**src/rtl/reg_file_wb_pkg.sv**
```systemverilog
// Shared types and sizing for the writeback-side register file and its
// pending-write scoreboard.
package reg_file_wb_pkg;

  localparam int DATA_W   = 32;
  localparam int ADDR_W   = 5;
  localparam int CNT_W    = 2;
  localparam int NUM_REGS = 2 ** ADDR_W;

  typedef logic [DATA_W-1:0] data_t;
  typedef logic [ADDR_W-1:0] addr_t;
  typedef logic [CNT_W-1:0]  cnt_t;

  localparam addr_t REG_ZERO = '0;
  localparam cnt_t  CNT_MAX  = '1;

endpackage

```
**src/rtl/reg_file_wb_if.sv**
```systemverilog
// Writeback, decode-read and issue signals of the register file, bundled.
// The master side is the pipeline (decode + writeback); the slave side is
// the register file.
interface reg_file_wb_if;
  import reg_file_wb_pkg::*;

  // Writeback port
  logic  regShouldWrite_in;
  addr_t regWriteAddress_in;
  data_t regWriteData_in;

  // Decode read ports
  addr_t readAddrA_in;
  addr_t readAddrB_in;
  data_t readDataA_out;
  data_t readDataB_out;

  // Decode issue / hazard
  logic  issueValid_in;
  logic  issueWrites_in;
  addr_t issueDest_in;
  logic  useA_in;
  logic  useB_in;
  logic  stall_out;
  logic  pendingOverflow_out;

  modport master (
    output regShouldWrite_in, regWriteAddress_in, regWriteData_in,
    output readAddrA_in, readAddrB_in,
    output issueValid_in, issueWrites_in, issueDest_in, useA_in, useB_in,
    input  readDataA_out, readDataB_out, stall_out, pendingOverflow_out
  );

  modport slave (
    input  regShouldWrite_in, regWriteAddress_in, regWriteData_in,
    input  readAddrA_in, readAddrB_in,
    input  issueValid_in, issueWrites_in, issueDest_in, useA_in, useB_in,
    output readDataA_out, readDataB_out, stall_out, pendingOverflow_out
  );

endinterface

```
**src/rtl/reg_file_wb_scoreboard.sv**
```systemverilog
// Pending-write scoreboard: one saturating counter per architectural
// register, a sticky over/underflow flag, and RAW-hazard stall generation.
// Optional macro: REGFILE_BYPASS_EN -- a retire of the last outstanding
// write in the same cycle counts as cleared for the stall.
module reg_scoreboard
  import reg_file_wb_pkg::*;
(
  input  logic  clk_i,
  input  logic  rst_i,
  input  logic  issue_valid_i,
  input  logic  issue_writes_i,
  input  addr_t issue_dest_i,
  input  logic  retire_i,
  input  addr_t retire_addr_i,
  input  logic  use_a_i,
  input  addr_t addr_a_i,
  input  logic  use_b_i,
  input  addr_t addr_b_i,
  output logic  stall_o,
  output logic  ovf_o
);

  cnt_t cnt_q [NUM_REGS];
  cnt_t cnt_d [NUM_REGS];
  logic ovf_q, ovf_d;
  logic pend_a, pend_b;
  logic issue_fire;

  // Hazard detection: a used source with any outstanding writer stalls decode.
  always_comb begin
    // NOTE: every variable gets a default first so no path leaves it unassigned (no latch).
    pend_a = (cnt_q[addr_a_i] != '0);
    pend_b = (cnt_q[addr_b_i] != '0);
`ifdef REGFILE_BYPASS_EN
    // The last writer retiring this cycle is forwarded, so it no longer blocks.
    if (retire_i && retire_addr_i == addr_a_i && addr_a_i != REG_ZERO &&
        cnt_q[addr_a_i] == cnt_t'(1)) pend_a = 1'b0;
    if (retire_i && retire_addr_i == addr_b_i && addr_b_i != REG_ZERO &&
        cnt_q[addr_b_i] == cnt_t'(1)) pend_b = 1'b0;
`endif
    stall_o = (use_a_i & pend_a) | (use_b_i & pend_b);
  end

  // A stalled issue does not enter the pipeline, so it must not count.
  assign issue_fire = issue_valid_i & ~stall_o & issue_writes_i;

  // Counter next state: +1 on issue, -1 on retire, saturating with error flag.
  always_comb begin
    logic inc, dec;
    cnt_d = cnt_q;
    ovf_d = ovf_q;
    inc   = 1'b0;
    dec   = 1'b0;
    for (int r = 1; r < NUM_REGS; r++) begin
      inc = issue_fire && (issue_dest_i == addr_t'(r));
      dec = retire_i && (retire_addr_i == addr_t'(r));
      if (inc && !dec) begin
        if (cnt_q[r] == CNT_MAX) ovf_d = 1'b1;
        else                     cnt_d[r] = cnt_q[r] + cnt_t'(1);
      end else if (dec && !inc) begin
        if (cnt_q[r] == '0) ovf_d = 1'b1;
        else                cnt_d[r] = cnt_q[r] - cnt_t'(1);
      end
    end
    // Register 0 never has a pending writer.
    cnt_d[0] = '0;
  end

  // Counter and flag state registers with synchronous reset.
  always_ff @(posedge clk_i) begin
    // NOTE: sequential state uses non-blocking assignments so every flop samples pre-edge values.
    if (rst_i) begin
      cnt_q <= '{default: '0};
      ovf_q <= 1'b0;
    end else begin
      cnt_q <= cnt_d;
      ovf_q <= ovf_d;
    end
  end

  assign ovf_o = ovf_q;

endmodule

```
**src/rtl/reg_file_wb.sv**
```systemverilog
// Architectural register file at the writeback end of the pipeline:
// 32 x 32-bit storage, one write port, two combinational read ports, plus
// the pending-write scoreboard that stalls decode on RAW hazards.
// Optional macro: REGFILE_BYPASS_EN -- write-through forwarding from the
// writeback port to the read ports in the same cycle.
module reg_file_wb
  import reg_file_wb_pkg::*;
(
  input  logic         CLK,
  input  logic         Reset_in,
  reg_file_wb_if.slave bus
);

  data_t regs_q [NUM_REGS];
  data_t rd_a, rd_b;
  logic  wr_en;

  assign wr_en = bus.regShouldWrite_in && (bus.regWriteAddress_in != REG_ZERO);

  // Register storage; writes to r0 are dropped.
  always_ff @(posedge CLK) begin
    // NOTE: the array is flops, not a RAM macro, so it can and must clear on reset.
    if (Reset_in)   regs_q <= '{default: '0};
    else if (wr_en) regs_q[bus.regWriteAddress_in] <= bus.regWriteData_in;
  end

  // Read muxes: r0 reads zero; optional same-cycle forwarding of writeback data.
  always_comb begin
    rd_a = (bus.readAddrA_in == REG_ZERO) ? '0 : regs_q[bus.readAddrA_in];
    rd_b = (bus.readAddrB_in == REG_ZERO) ? '0 : regs_q[bus.readAddrB_in];
`ifdef REGFILE_BYPASS_EN
    if (wr_en && bus.regWriteAddress_in == bus.readAddrA_in) rd_a = bus.regWriteData_in;
    if (wr_en && bus.regWriteAddress_in == bus.readAddrB_in) rd_b = bus.regWriteData_in;
`endif
  end

  assign bus.readDataA_out = rd_a;
  assign bus.readDataB_out = rd_b;

  reg_scoreboard u_scoreboard (
    .clk_i          (CLK),
    .rst_i          (Reset_in),
    .issue_valid_i  (bus.issueValid_in),
    .issue_writes_i (bus.issueWrites_in),
    .issue_dest_i   (bus.issueDest_in),
    .retire_i       (bus.regShouldWrite_in),
    .retire_addr_i  (bus.regWriteAddress_in),
    .use_a_i        (bus.useA_in),
    .addr_a_i       (bus.readAddrA_in),
    .use_b_i        (bus.useB_in),
    .addr_b_i       (bus.readAddrB_in),
    .stall_o        (bus.stall_out),
    .ovf_o          (bus.pendingOverflow_out)
  );

endmodule
```
**src/flat_wrapper.sv**
```systemverilog
// flat-port wrapper written by rule: the top's interface ports become plain ports
module reg_file_wb_flat import reg_file_wb_pkg::*;
  (CLK, Reset_in, bus_regShouldWrite_in, bus_regWriteAddress_in, bus_regWriteData_in, bus_readAddrA_in, bus_readAddrB_in, bus_issueValid_in, bus_issueWrites_in, bus_issueDest_in, bus_useA_in, bus_useB_in, bus_readDataA_out, bus_readDataB_out, bus_stall_out, bus_pendingOverflow_out);
  reg_file_wb_if bus_i ();
  input  logic CLK;
  input  logic Reset_in;
  input wire logic [$bits(bus_i.regShouldWrite_in)-1:0] bus_regShouldWrite_in;
  input wire logic [$bits(bus_i.regWriteAddress_in)-1:0] bus_regWriteAddress_in;
  input wire logic [$bits(bus_i.regWriteData_in)-1:0] bus_regWriteData_in;
  input wire logic [$bits(bus_i.readAddrA_in)-1:0] bus_readAddrA_in;
  input wire logic [$bits(bus_i.readAddrB_in)-1:0] bus_readAddrB_in;
  input wire logic [$bits(bus_i.issueValid_in)-1:0] bus_issueValid_in;
  input wire logic [$bits(bus_i.issueWrites_in)-1:0] bus_issueWrites_in;
  input wire logic [$bits(bus_i.issueDest_in)-1:0] bus_issueDest_in;
  input wire logic [$bits(bus_i.useA_in)-1:0] bus_useA_in;
  input wire logic [$bits(bus_i.useB_in)-1:0] bus_useB_in;
  output wire logic [$bits(bus_i.readDataA_out)-1:0] bus_readDataA_out;
  output wire logic [$bits(bus_i.readDataB_out)-1:0] bus_readDataB_out;
  output wire logic [$bits(bus_i.stall_out)-1:0] bus_stall_out;
  output wire logic [$bits(bus_i.pendingOverflow_out)-1:0] bus_pendingOverflow_out;
  assign bus_i.regShouldWrite_in = bus_regShouldWrite_in;
  assign bus_i.regWriteAddress_in = bus_regWriteAddress_in;
  assign bus_i.regWriteData_in = bus_regWriteData_in;
  assign bus_i.readAddrA_in = bus_readAddrA_in;
  assign bus_i.readAddrB_in = bus_readAddrB_in;
  assign bus_i.issueValid_in = bus_issueValid_in;
  assign bus_i.issueWrites_in = bus_issueWrites_in;
  assign bus_i.issueDest_in = bus_issueDest_in;
  assign bus_i.useA_in = bus_useA_in;
  assign bus_i.useB_in = bus_useB_in;
  assign bus_readDataA_out = bus_i.readDataA_out;
  assign bus_readDataB_out = bus_i.readDataB_out;
  assign bus_stall_out = bus_i.stall_out;
  assign bus_pendingOverflow_out = bus_i.pendingOverflow_out;
  reg_file_wb u_core (.CLK(CLK), .Reset_in(Reset_in), .bus(bus_i));
endmodule
```
**config.mk**
```make
export PLATFORM = sky130hd
export DESIGN_NAME = reg_file_wb_flat
export DESIGN_NICKNAME = d
export VERILOG_FILES = /design/src/rtl/reg_file_wb_pkg.sv /design/src/rtl/reg_file_wb_if.sv /design/src/rtl/reg_file_wb_scoreboard.sv /design/src/rtl/reg_file_wb.sv /design/src/flat_wrapper.sv
export SDC_FILE = /design/constraint.sdc
export NUM_CORES = 2
export LEC_CHECK = 0
export CORE_MARGIN = 1
export CORE_UTILIZATION = 35
export CTS_CLUSTER_SIZE = 12
export DETAILED_ROUTE_END_ITERATION = 7
export RECOVER_POWER = 50
export SYNTH_ARGS = -nofsm -noshare
export SYNTH_HDL_FRONTEND = slang
export SYNTH_HIERARCHICAL = 1
export SYNTH_SLANG_ARGS = --single-unit
```
**constraint.sdc**
```tcl
create_clock -name CLK -period 4.35 [get_ports CLK]
set_input_delay 0.87 -clock CLK [delete_from_list [all_inputs] [get_ports CLK]]
set_output_delay 0.87 -clock CLK [all_outputs]
set_load 0.02 [all_outputs]
```
* Word-level counts from Yosys, hierarchy flattened
Cells that the tools add are included.
Word-level totals: logic and storage cells 846, input bits 59, register bits 1089, output and inout bits 66
Operators by class: mux-type cells 265, reduce and logical (&&, ||, !) cells 286, add/subtract/negate cells 62, bitwise logic cells 9, $lt $le $gt $ge 4, eq/ne operators 155
Operator list (number):
- bitwise mux 1024 bit | 1
- binary-select mux 32 bit (select 5 bit) | 2
- two-way mux 2 bit | 128
- two-way mux 32 bit | 7
- demux 32 bit (select 5 bit) | 1
- equality test 5 bit, second input constant | 32
- logical AND 1 bit | 126
- two-way mux 1 bit | 124
- inequality test 2 bit, second input constant | 62
- AND reduction 3 bit | 31
- equality test 5 x 4 -> 1 bit, second input constant | 16
- nonzero test 2 bit | 33
- adder 2 x 1 -> 2 bit, second input constant | 31
- equality test 2 bit, second input constant | 31
- zero test 1 bit | 62
- zero test 2 bit | 31
- subtractor 2 x 1 -> 2 bit, second input constant | 31
- equality test 5 x 3 -> 1 bit, second input constant | 8
- binary-select mux 2 bit (select 5 bit) | 2
- equality test 5 x 2 -> 1 bit, second input constant | 4
- greater-or-equal comparator 6 bit, second input constant | 3
- inverter 5 -> 6 bit | 3
- equality test 5 x 1 -> 1 bit, second input constant | 2
- zero test 5 bit | 2
- other kinds (5) | 8

* Depth between registers and ports, before layout
depth in word-level cells 105, depth in mapped cells 15

* Hierarchy
The synthesis kept the hierarchy.
By module, submodules not included:
- reg_file_wb | instances 1, area an instance 52068.7 um^2, cells an instance 5984
- reg_scoreboard | instances 1, area an instance 6407.4 um^2, cells an instance 861

* Worst setup path after synthesis
No wires, ideal clock.
kind input -> output, start in bus_readAddrB_in[0], end out bus_stall_out, stages 8, arrival time 2.684 ns, setup slack 0.796 ns, path through buf_2 -> inv_1 -> mux4_2 -> nor4_1 -> a221oi_1 -> buf_2 -> buf_2 -> o211ai_1
Between the ends: longest elaborated chain between the ends 7
RTL lines:
- start, declared | line flat_wrapper.sv:11 | input wire logic [$bits(bus_i.readAddrB_in)-1:0] bus_readAddrB_in;
- inverter 5 -> 6 bit (implied by the code) | line reg_file_wb_scoreboard.sv:33 | pend_b = (cnt_q[addr_b_i] != '0);
- binary-select mux 2 bit (select 5 bit) | line reg_file_wb_scoreboard.sv:33
- two-way mux 2 bit (implied by the code) (2 in a row) | line reg_file_wb_scoreboard.sv:33
- nonzero test 2 bit | line reg_file_wb_scoreboard.sv:33
- AND 1 bit | line reg_file_wb_scoreboard.sv:41 | stall_o = (use_a_i & pend_a) | (use_b_i & pend_b);
- OR 1 bit | line reg_file_wb_scoreboard.sv:41
- end, declared | line flat_wrapper.sv:19 | output wire logic [$bits(bus_i.stall_out)-1:0] bus_stall_out;
No other way between the ends. The select of a mux whose other input is x is not followed.

* Final worst setup path
start in bus_readAddrA_in[0], end out bus_readDataA_out[14]
Between the ends: longest elaborated chain between the ends 5, elaborated cells on any way between the ends 6, those cells by class mux (4); bitwise (1); reduce/logical (1)
RTL lines:
- start, declared | line flat_wrapper.sv:10 | input wire logic [$bits(bus_i.readAddrA_in)-1:0] bus_readAddrA_in;
- inverter 5 -> 6 bit (implied by the code) | line reg_file_wb.sv:29 | rd_a = (bus.readAddrA_in == REG_ZERO) ? '0 : regs_q[bus.readAddrA_in];
- binary-select mux 32 bit (select 5 bit) | line reg_file_wb.sv:29
- two-way mux 32 bit (implied by the code) (2 in a row) | line reg_file_wb.sv:29
- two-way mux 32 bit (*) | line reg_file_wb.sv:29
- end, declared | line flat_wrapper.sv:17 | output wire logic [$bits(bus_i.readDataA_out)-1:0] bus_readDataA_out;
Every way passes the cells marked *; elsewhere a longest branch is shown, timed or not. The select of a mux whose other input is x is not followed.

==> impl_metrics.yaml <==
synth:
  avgSynthCellArea_um2: 8.54
  synth_seq_area_share_pct: 37.2
  synth_area_um2: 58500
  syn-num-nets: 6966
  yosysTopAreaCellShare_pct: 37.2
  yosysUniqueCellTypes: 76
  synth_enable_flop_cells: 0
  synthFlopType: "dfxtp_1"
  yosysTopAreaCell: "dfxtp_1"
  synth-seq-cells: 1087
  postSynth.asyncResetShare_pct: 0
  synth_cells: 6845
  synth_area_leaders: "dfxtp_1 37%, mux4_2 14%, nand2_1 13%, a21oi_1 9.2%, mux2i_1 5.6%"
  yosys_warnings: 6
timing:
  fin_tns_setup_ns: 0
  slew_violations: 968
  hold_violations: 0
  timing.final.ws_setup_ns: 0.00743
  setup_violations: 0
  skew_ns: 0.0320
  period_minus_slack_ns: 4.34
  max_slew.worst_pin.slew_ns: 2.58
  relSlewSlack_pct: -72.2
  fmax_mhz: 230
  post-route-period-util_pct: 99.8
routing:
  vias: 56700
  firstDrtPassIters: 8
  drt_iter0_drc: 8132
  drc: 0
  wl_met1_um: 97400
  post_drt_via_cell_ratio: 6.20
  routed_wirelength_um: 259000
  final_antenna_net_count: 0
  routed.top_layer: "met5"
  met2_length_um: 110000
  dr_wl_met3_um: 35600
  post_drt_wl_per_cell_um: 28.3
critical_path:
  crit_required_ns: 3.48
  cp_top_family: "buffers and inverters"
  reg2reg_depth: 13
  crit_type: "input pin to output port"
  cp.arrival_ns: 3.47
  rrSetupSlack_ns: 0.58
  r2r_start: "u_core/u_scoreboard/cnt_q[8]"
  reg2reg_to: "u_core/u_scoreboard/ovf_o"
  endpoint_kind: "output port"
  cpMostUsedCell: "buf_4"
  worstPathBufferInverterCount: 5
  start_kind: "input pin"
  critPathSlowestCell: "mux4_2"
  critPathMaxStageDelay_ns: 0.55
  crit_fanout: 12
  path_cells: "buf_8, buf_12, buf_4, mux4_2, a2111oi_2, nor3_1, buf_4, clkdlybuf4s50_1"
cts:
  cts_tree: "yes"
  cts.clk_slew.worst_paths_ns: 0.06
  root_buffer: "clkbuf_16"
  htreeDepth: 3
  numCtsBuffers: 118
  numClockSinks: 1087
  cts_buffer_depth: 3
  worst_skew_pair.late_latency_ns: 0.75
grt:
  grt_max_degree: 114
  grt_usage_pct: 29.5
  grt_pass1_vias: 52600
  grt-ovfl-total: 0
  grt_pass1_wl_um: 368000
  antenna_found_initial: 17
placement:
  dpl.cell_count: 8900
  gp_congestion: 0.939
  dp_hpwl_um: 159000
  port_buffers: 124
  dpl_worst_slack_ns: -0.179
  placed_area_um2: 64200
layout:
  mostFrequentLayoutCell: "nand2_1"
  layout_common_cells: "2072 x nand2_1, 1087 x dfxtp_1, 1080 x a21oi_1, 365 x mux4_2, 328 x mux2i_1"
  area_growth_pct: 16.5
  nFillCells: 16100
  layoutNonFillerInstCount: 9135
  final_area_um2: 68100
  layout-drive-gt1-share_pct: 16.8
  fin_nets: 6962
power_and_ir_drop:
  vdd_drop_max_mv: 0.353
  p_total_w: 0.0230
  cellLeakagePower_nw: 23.2
  power_density_nw_per_um2: 338
die:
  io_pins: 125
  dieArea_um2: 169000
  start_util_pct: 35.4
  core_um2: 165000
  rows: 149
  die_y_um: 411
  fp.dieW_um: 411
min_path:
  whs_path_depth: 2
  worstHoldStart: "u_core/regs_q[78]"
  hold_path.class: "register to register"
  whs_endpoint: "u_core/regs_q[78]"
flow_run:
  maxCapViolations: 22
run_status:
  violations: "max-capacitance violations, max-slew violations"
  status: "complete, but fails checks"
[worst max path at each step]
| stage | depth (start not counted) | start | end | slack (ns) |
|---|---|---|---|---|
| floorplan | 8 | bus_readAddrB_in[0] | bus_stall_out | 0.80 |
| global placement | 9 | bus_readAddrB_in[4] | bus_readDataB_out[20] | -0.22 |
| detailed placement | 9 | bus_readAddrB_in[4] | bus_readDataB_out[20] | -0.18 |
| CTS | 8 | bus_readAddrA_in[0] | bus_readDataA_out[3] | 0.01 |
| global route | 8 | bus_readAddrB_in[1] | bus_readDataB_out[30] | -0.005 |
| finish | 8 | bus_readAddrA_in[0] | bus_readDataA_out[14] | 0.007 |
[metal layers]
metal | up-vias | GRT usage (%)
li1 | 24100 | -
met1 | 27500 | 38.4
met3 | 886 | 9.26
met2 | 4098 | 43.4
met4 | 24 | 15.7
met5 | - | 0
[where the power goes]
part / total, W / internal, W / switching, W / leakage (nW)
logic: 0.00247 / 0.000866 / 0.00161 / 12.5
registers: 0.0101 / 0.0100 / 0.0000566 / 8.76
clock network: 0.0105 / 0.00595 / 0.00454 / 1.96
total: 0.0230 / 0.0168 / 0.00620 / 23.2
[worst min-delay path, delay by kind of cell, from the launching register on]
family             cells  cell delay (ns)
AOI/OAI and AO/OA      1             0.05
DFF                    1             0.31
and+or+nand+nor        1             0.05
[registers in the layout, indices dropped and copies added (netlist names)]
signal,cells
u_core/u_scoreboard/cnt_q,62
u_core/regs_q,1024
u_core/u_scoreboard/ovf_o,1
[synth_stat cells (all sizes together) (3+ instances only)]
cell / count
o211ai: 14
nand2: 2093
a21o: 7
nor2b: 117
o32ai: 3
a31oi: 33
or2: 6
nor4: 23
nor3: 70
a2111oi: 44
nand3: 50
o2111ai: 10
inv: 53
a21oi: 1081
and2: 18
and4b: 4
a221oi: 19
o221ai: 26
a2111o: 8
mux2: 26
nand3b: 9
o21ai: 82
ha: 62
dfxtp: 1087
a22oi: 100
nor4b: 26
o211a: 13
nor2: 99
mux4: 370
clkbuf: 449
nand4b: 4
nand2b: 27
a22o: 55
and4bb: 4
nand4: 10
o2111a: 10
buf: 236
and3: 8
a211oi: 73
a311oi: 8
mux2i: 328
o22ai: 55
[final cells by class]
cell class	instances	area [um^2]	area share, %
clock buffers	181	3530	5.18
clock inverters	37	468	0.687
repair buffers	561	5720	8.39
flip-flops and latches	1087	21800	31.9
inverters	53	199	0.292
diodes	7	17.5	0.0257
multi-input cells	5020	33700	49.5
well taps	2189	2740	4.02
[kinds of logic after synthesis]
family                   Yosys count  synth area share (%)
AO/OA/AOI/OAI                   1651                  16.9
flip-flops                      1087                  37.2
multiplexers                     724                  20.4
buffers and inverters            738                  5.85
AND/OR/NAND/NOR                 2583                  18.3
adder cells (fa/ha/maj)           62                  1.33
[timing repair]
| action | in CTS | in global routing |
|---|---|---|
| endpoints found under the setup margin | 13 | 25 |
| cloned | 1 | 0 |
| hold endpoints to repair | 0 | 0 |
| setup buffers | 3 | 6 |
| resized for setup | 18 | 28 |
| pin swaps | 1 | 1 |
| hold buffers | 0 | 0 |
[through the flow]
step / utilization [%] / hold WS (ns)
2_1_floorplan: - / 0.441
3_3_place_gp: 38.8 / 0.451
3_5_place_dp: 38.8 / 0.458
4_1_cts: 41.3 / 0.466
5_1_grt: 41.2 / 0.480
6_report: 41.2 / 0.466
(Power assumes the default switching activity.)
